--- src/rtl/fifo_pkg.sv ---
// Shared definitions for the FIFO family: tap-address sizing and common flag types.
package fifo_pkg;

    localparam int MAX_DEP = 128;

    // Occupancy wide enough for the largest supported depth (0..MAX_DEP).
    typedef logic [7:0] level_t;

    typedef struct packed {
        logic full;
        logic empty;
        logic almost_full;
    } flags_t;

    // MSB index of a tap address that can reach entries 0..depth-1 (clog2(depth)-1, min 0).
    function automatic int tap_msb(input int depth);
        int w;
        w = 0;
        while ((1 << w) < depth) w++;
        return (w < 1) ? 0 : w - 1;
    endfunction

endpackage

--- src/rtl/srl_fifo_mem.sv ---
// Shift-register storage: every enabled write shifts the whole line by one entry.
// The read tap is a plain mux, so q follows the address combinationally.
module srl_fifo_mem #(
    parameter int WID = 8,
    parameter int DEP = 16,
    parameter int AW  = 4
) (
    input  logic           clk,
    input  logic           ce,
    input  logic [AW-1:0]  a,
    input  logic [WID-1:0] d,
    output logic [WID-1:0] q
);

    logic [WID-1:0] m [DEP];

    // NOTE: the delay line has no reset; entries above the occupancy count are never read.
    always_ff @(posedge clk) begin
        if (ce) begin
            m[0] <= d;
            for (int n = 1; n < DEP; n++) begin
                m[n] <= m[n-1];
            end
        end
    end

    // Tap values at or beyond DEP only occur while empty, where q is a don't-care.
    always_comb begin
        q = '0;
        for (int i = 0; i < DEP; i++) begin
            if (a == AW'(i)) q = m[i];
        end
    end

endmodule

--- src/rtl/srl_fifo.sv ---
// First-word-fall-through FIFO built on a shift register: counter, flags and handshake.
// The oldest entry sits at tap cnt-1, so reads never move data, only the tap.
module srl_fifo
    import fifo_pkg::*;
#(
    parameter  int WID   = 8,
    parameter  int DEP   = 16,
    parameter  int AFULL = 12,
    localparam int AMSB  = tap_msb(DEP)
) (
    input  logic            clk,
    input  logic            rst,
    input  logic            ce,
    input  logic            clr,
    input  logic            s_valid,
    output logic            s_ready,
    input  logic [WID-1:0]  s_data,
    output logic            m_valid,
    input  logic            m_ready,
    output logic [WID-1:0]  m_data,
    output logic [AMSB+1:0] level,
    output logic            full,
    output logic            empty,
    output logic            almost_full
);

    localparam int LW = AMSB + 2;

    logic [LW-1:0] cnt;
    logic [LW-1:0] cnt_m1;
    logic [AMSB:0] tap;
    logic          push;
    logic          pop;
    flags_t        flags;

    always_comb begin
        flags.full        = (cnt == LW'(DEP));
        flags.empty       = (cnt == '0);
        flags.almost_full = (cnt >= LW'(AFULL));
    end

    // s_ready deliberately ignores m_ready: a full FIFO refuses writes even while draining.
    assign s_ready     = ~flags.full & ~rst;
    assign m_valid     = ~flags.empty;
    assign full        = flags.full;
    assign empty       = flags.empty;
    assign almost_full = flags.almost_full;
    assign level       = cnt;

    assign push = ce & s_valid & s_ready;
    assign pop  = ce & m_valid & m_ready;

    // NOTE: state registers use non-blocking assignments so every flop samples pre-edge values.
    always_ff @(posedge clk) begin
        if (rst) begin
            cnt <= '0;
        end else if (ce && clr) begin
            cnt <= '0;
        end else begin
            case ({push, pop})
                2'b10:   cnt <= cnt + LW'(1);
                2'b01:   cnt <= cnt - LW'(1);
                default: cnt <= cnt;
            endcase
        end
    end

    // A simultaneous push and pop shifts the next-oldest word into the same tap.
    assign cnt_m1 = cnt - LW'(1);
    assign tap    = cnt_m1[AMSB:0];

    srl_fifo_mem #(
        .WID (WID),
        .DEP (DEP),
        .AW  (AMSB + 1)
    ) u_mem (
        .clk (clk),
        .ce  (push),
        .a   (tap),
        .d   (s_data),
        .q   (m_data)
    );

    a_cnt_range: assert property (@(posedge clk) disable iff (rst) cnt <= LW'(DEP));
    a_no_underflow: assert property (@(posedge clk) disable iff (rst) !(pop && cnt == '0));
    a_no_overflow: assert property (@(posedge clk) disable iff (rst) !(push && cnt == LW'(DEP)));

endmodule

--- config.mk ---
export PLATFORM = sky130hd
export DESIGN_NAME = srl_fifo
export DESIGN_NICKNAME = d
export VERILOG_FILES = /design/src/rtl/fifo_pkg.sv /design/src/rtl/srl_fifo_mem.sv /design/src/rtl/srl_fifo.sv
export SDC_FILE = /design/constraint.sdc
export NUM_CORES = 1
export LEC_CHECK = 0
export ABC_AREA = 1
export CAP_MARGIN = 5
export CORE_ASPECT_RATIO = 0.9
export CORE_UTILIZATION = 51
export CTS_CLUSTER_SIZE = 25
export DETAILED_ROUTE_END_ITERATION = 16
export PLACE_DENSITY = 0.72
export SKIP_LAST_GASP = 1
export SYNTH_ARGS = -nofsm -noshare
export SYNTH_HDL_FRONTEND = slang
export SYNTH_SLANG_ARGS = --single-unit
--- constraint.sdc ---
create_clock -name clk -period 4.25 [get_ports clk]
set_input_delay 1.0625 -clock clk [delete_from_list [all_inputs] [get_ports clk]]
set_output_delay 1.0625 -clock clk [all_outputs]
set_load 0.02 [all_outputs]
==> qor.txt <==
Comb pwr share -> 9.6%
met3 GRT Util -> 6.26%
die area -> 12,200 sq um
switching power share of the total -> 22.0%
CP Data Required Time -> 3.19 ns
Max-Cap Viols -> 0
Rows -> 37
GRT Max-Usage Layer -> met2
pwr dens -> 434 nW/um^2
Initial Util -> 52.3%
Seq pwr share -> 47.9%
Period minus WS final -> 3.97 ns
Main synth FF type -> edfxtp_1
via/cell ratio -> 4.92
synth unique cells -> 33
Residual DRC -> 0
vias -> 3,884
GR Overflow Total -> 0
root buffer cell -> clkbuf_16
worst slew pin tran -> 0.633 ns
global routing usage on met2 -> 33.9%
ys async rst share -> 0%
drt wl/cell -> 13.5 um
core area -> 11,400 sq um
worst slack at placement -> 0.119 ns
Total Neg Setup Slack -> 0 ns
run status -> finished clean
YS warnings -> 0
Num Clock Sinks -> 133
Clock Latency Late Sink -> 0.40 ns
Crit Path Max Fanout -> 15
max-slew violation count -> 0
clk buf depth -> 2
Detailed Place HPWL -> 7.27 mm
period utilisation layout -> 93.3%
Power Total -> 3.10 mW
Die Wd -> 116 um
Yosys top cell by area -> edfxtp_1
slowest CP cell -> dfxtp_2
FF+latch count, synth -> 133
met1 GRT Util -> 23.6%
Final Hold Violating Endpoints -> 0
H-tree depth -> 4
worst ir drop on vdd -> 0.352 mV
CTS tree -> yes
PortBufs -> 31
GRT Total Usage -> 19.7%
Detailed Route WL -> 10.7 mm
Hold Buf Count CTS -> 0
layout cells sized above 1 -> 13.4%
n_diodes -> 0
relative slew slack -> 57.7%
setup violators final -> 0
post-synthesis net count -> 589
top-area cell type share of the netlist area -> 64.3%
commonest non-fill, non-tap cell in the layout -> nand2_1
DRT antenna net count -> 0
clk_skew -> 0.00800 ns
worst hold slack -> 0.440 ns
Mapped Area -> 5980 sq um
initial antenna violation count -> 0
DIE HEIGHT -> 105 um
CP Launch Type -> flip-flop
Final WS setup -> 0.283 ns
Arr. time, crit path -> 2.90 ns
CP peak stage delay -> 0.37 ns
Achievable Freq -> 252 MHz
Crit Path Class -> reg2out
Area growth syn-to-layout -> 19.5%
CP most frequent cell -> nand2_1
RSZ-0062 raised after global routing -> yes
GPL Wtd Cong -> 0.811
I/O pins -> 32
TritonCTS Buffers -> 17
design internal power -> 2.42 mW
number of flops mapped to enable cells by yosys -> 128
worst hold path type -> reg2reg
sw power -> 0.683 mW
first-pass GRT wire length -> 18.3 mm
Worst-path clk slew -> 0.05 ns
post-synthesis sequential area ratio -> 66.0%
leakage power -> 2.90 nW
vias in the first global route -> 3,969
power share of the clock group -> 42.5%
Layout Nets -> 644
Syn Inst Count -> 569
largest net degree at the start of global routing -> 50
most frequent cells in the layout -> nand2_1, edfxtp_1, inv_1
CP cell instances -> inv_2 -> ha_4 -> nand2_2 -> inv_2 -> nor2_8 -> inv_4 -> nor2_2 -> inv_2 -> nor2_2 -> inv_2 -> or2_2 -> nand3_1 -> nand2_1 -> nand2_1 -> nand3_1 -> nand2_1 -> nand2_1 -> nand2_1 -> nand2_1 -> clkdlybuf4s15_1
Post-Syn Area per Cell -> 10.5 sq um
Area contributors post-synth -> edfxtp_1, nand2_1, inv_1, nand3_1, o21ai_0
Starting DRT DRC Count -> 241
first-pass detailed-route iteration total -> 7
Crit. End Element -> output pin
synthesized netlist by cell type, types with 3 or more instances:
cell        n
inv_2       9
nand4_1    14
o21ai_0    22
nand2_1   189
nand2_2     3
or2_1       3
nand3_1    45
buf_2       4
or2_2      13
nor2_2      4
clkbuf_1    4
a21oi_1     7
o21ai_1     6
nand3b_1    4
edfxtp_1  128
inv_1      74
ha_1        6
dfxtp_1     5
nor2_1     12
critical path, delay by kind of cell, from the launching register on:
kind / cells / cell delay (ns)
fa+ha+maj: 1 / 0.18
simple gates: 13 / 1.27
buf+inv: 6 / 0.67
flops: 1 / 0.37
power groups by stage:
stage / registers [mW] / clock network (mW) / logic, mW
2_1_floorplan: 1.51 / 0 / 0.195
3_3_place_gp: 1.51 / 0 / 0.289
3_5_place_dp: 1.51 / 0 / 0.295
4_1_cts: 1.48 / 1.35 / 0.294
5_1_grt: 1.49 / 1.41 / 0.336
6_report: 1.49 / 1.32 / 0.297
cells by family after synthesis:
group / Yosys count / synth area share [%]
AO/OA/AOI/OAI: 39 / 3.50
adder cells (fa/ha/maj): 6 / 1.26
XOR/XNOR: 1 / 0.147
flip-flops: 133 / 66.0
buffers and inverters: 95 / 6.53
AND/OR/NAND/NOR: 295 / 22.6
what timing repair did:
item                                    4_1_cts  5_1_grt
gates resized for setup                       7       20
setup buffers                                 0        1
pin swaps                                     0        1
endpoints found under the setup margin        8        8
registers in the layout, indices dropped and copies added (netlist names):
register  flops
u_mem.m     128
level         5
worst paths after layout:
path	start	endpoint	slack, ns	cells after the start
min reg2reg	u_mem.m[0][60]$_DFFE_PP_	u_mem.m[1][4]$_DFFE_PP_	0.44	0
min	u_mem.m[0][60]$_DFFE_PP_	u_mem.m[1][4]$_DFFE_PP_	0.44	0
max reg2reg	level[0]$_SDFFE_PP0P_	u_mem.m[1][62]$_DFFE_PP_	1.72	9
max	level[1]$_SDFFE_PP0P_	m_data[5]	0.28	20
per-layer routing:
| metal | routed length [um] | up-vias |
|---|---|---|
| li1 | - | 2005 |
| met1 | 4720 | 1789 |
| met2 | 5470 | 80 |
| met3 | 369 | 10 |
| met4 | 126 | 0 |
| met5 | 0 | - |
stage by stage:
| step | util [%] | std cells | instance area [sq um] |
|---|---|---|---|
| 4_1_cts | 61.9 | 789 | 7080 |
| 5_1_grt | 62.5 | 790 | 7140 |
| 2_1_floorplan | - | 569 | 5980 |
| 6_report | 62.5 | 790 | 7140 |
| 3_5_place_dp | 57.3 | 760 | 6560 |
| 3_3_place_gp | 57.3 | 760 | 6560 |
area by class of cell:
| cell class | instances | area (sq um) |
|---|---|---|
| clock buffers | 20 | 437 |
| clock inverters | 9 | 88.8 |
| well taps | 156 | 195 |
| flip-flops and latches | 133 | 3950 |
| fillers | 930 | 4290 |
| repair buffers | 46 | 459 |
| multi-input cells | 341 | 1680 |
| inverters | 85 | 333 |
Note: power is estimated with default switching activity, not from simulation.
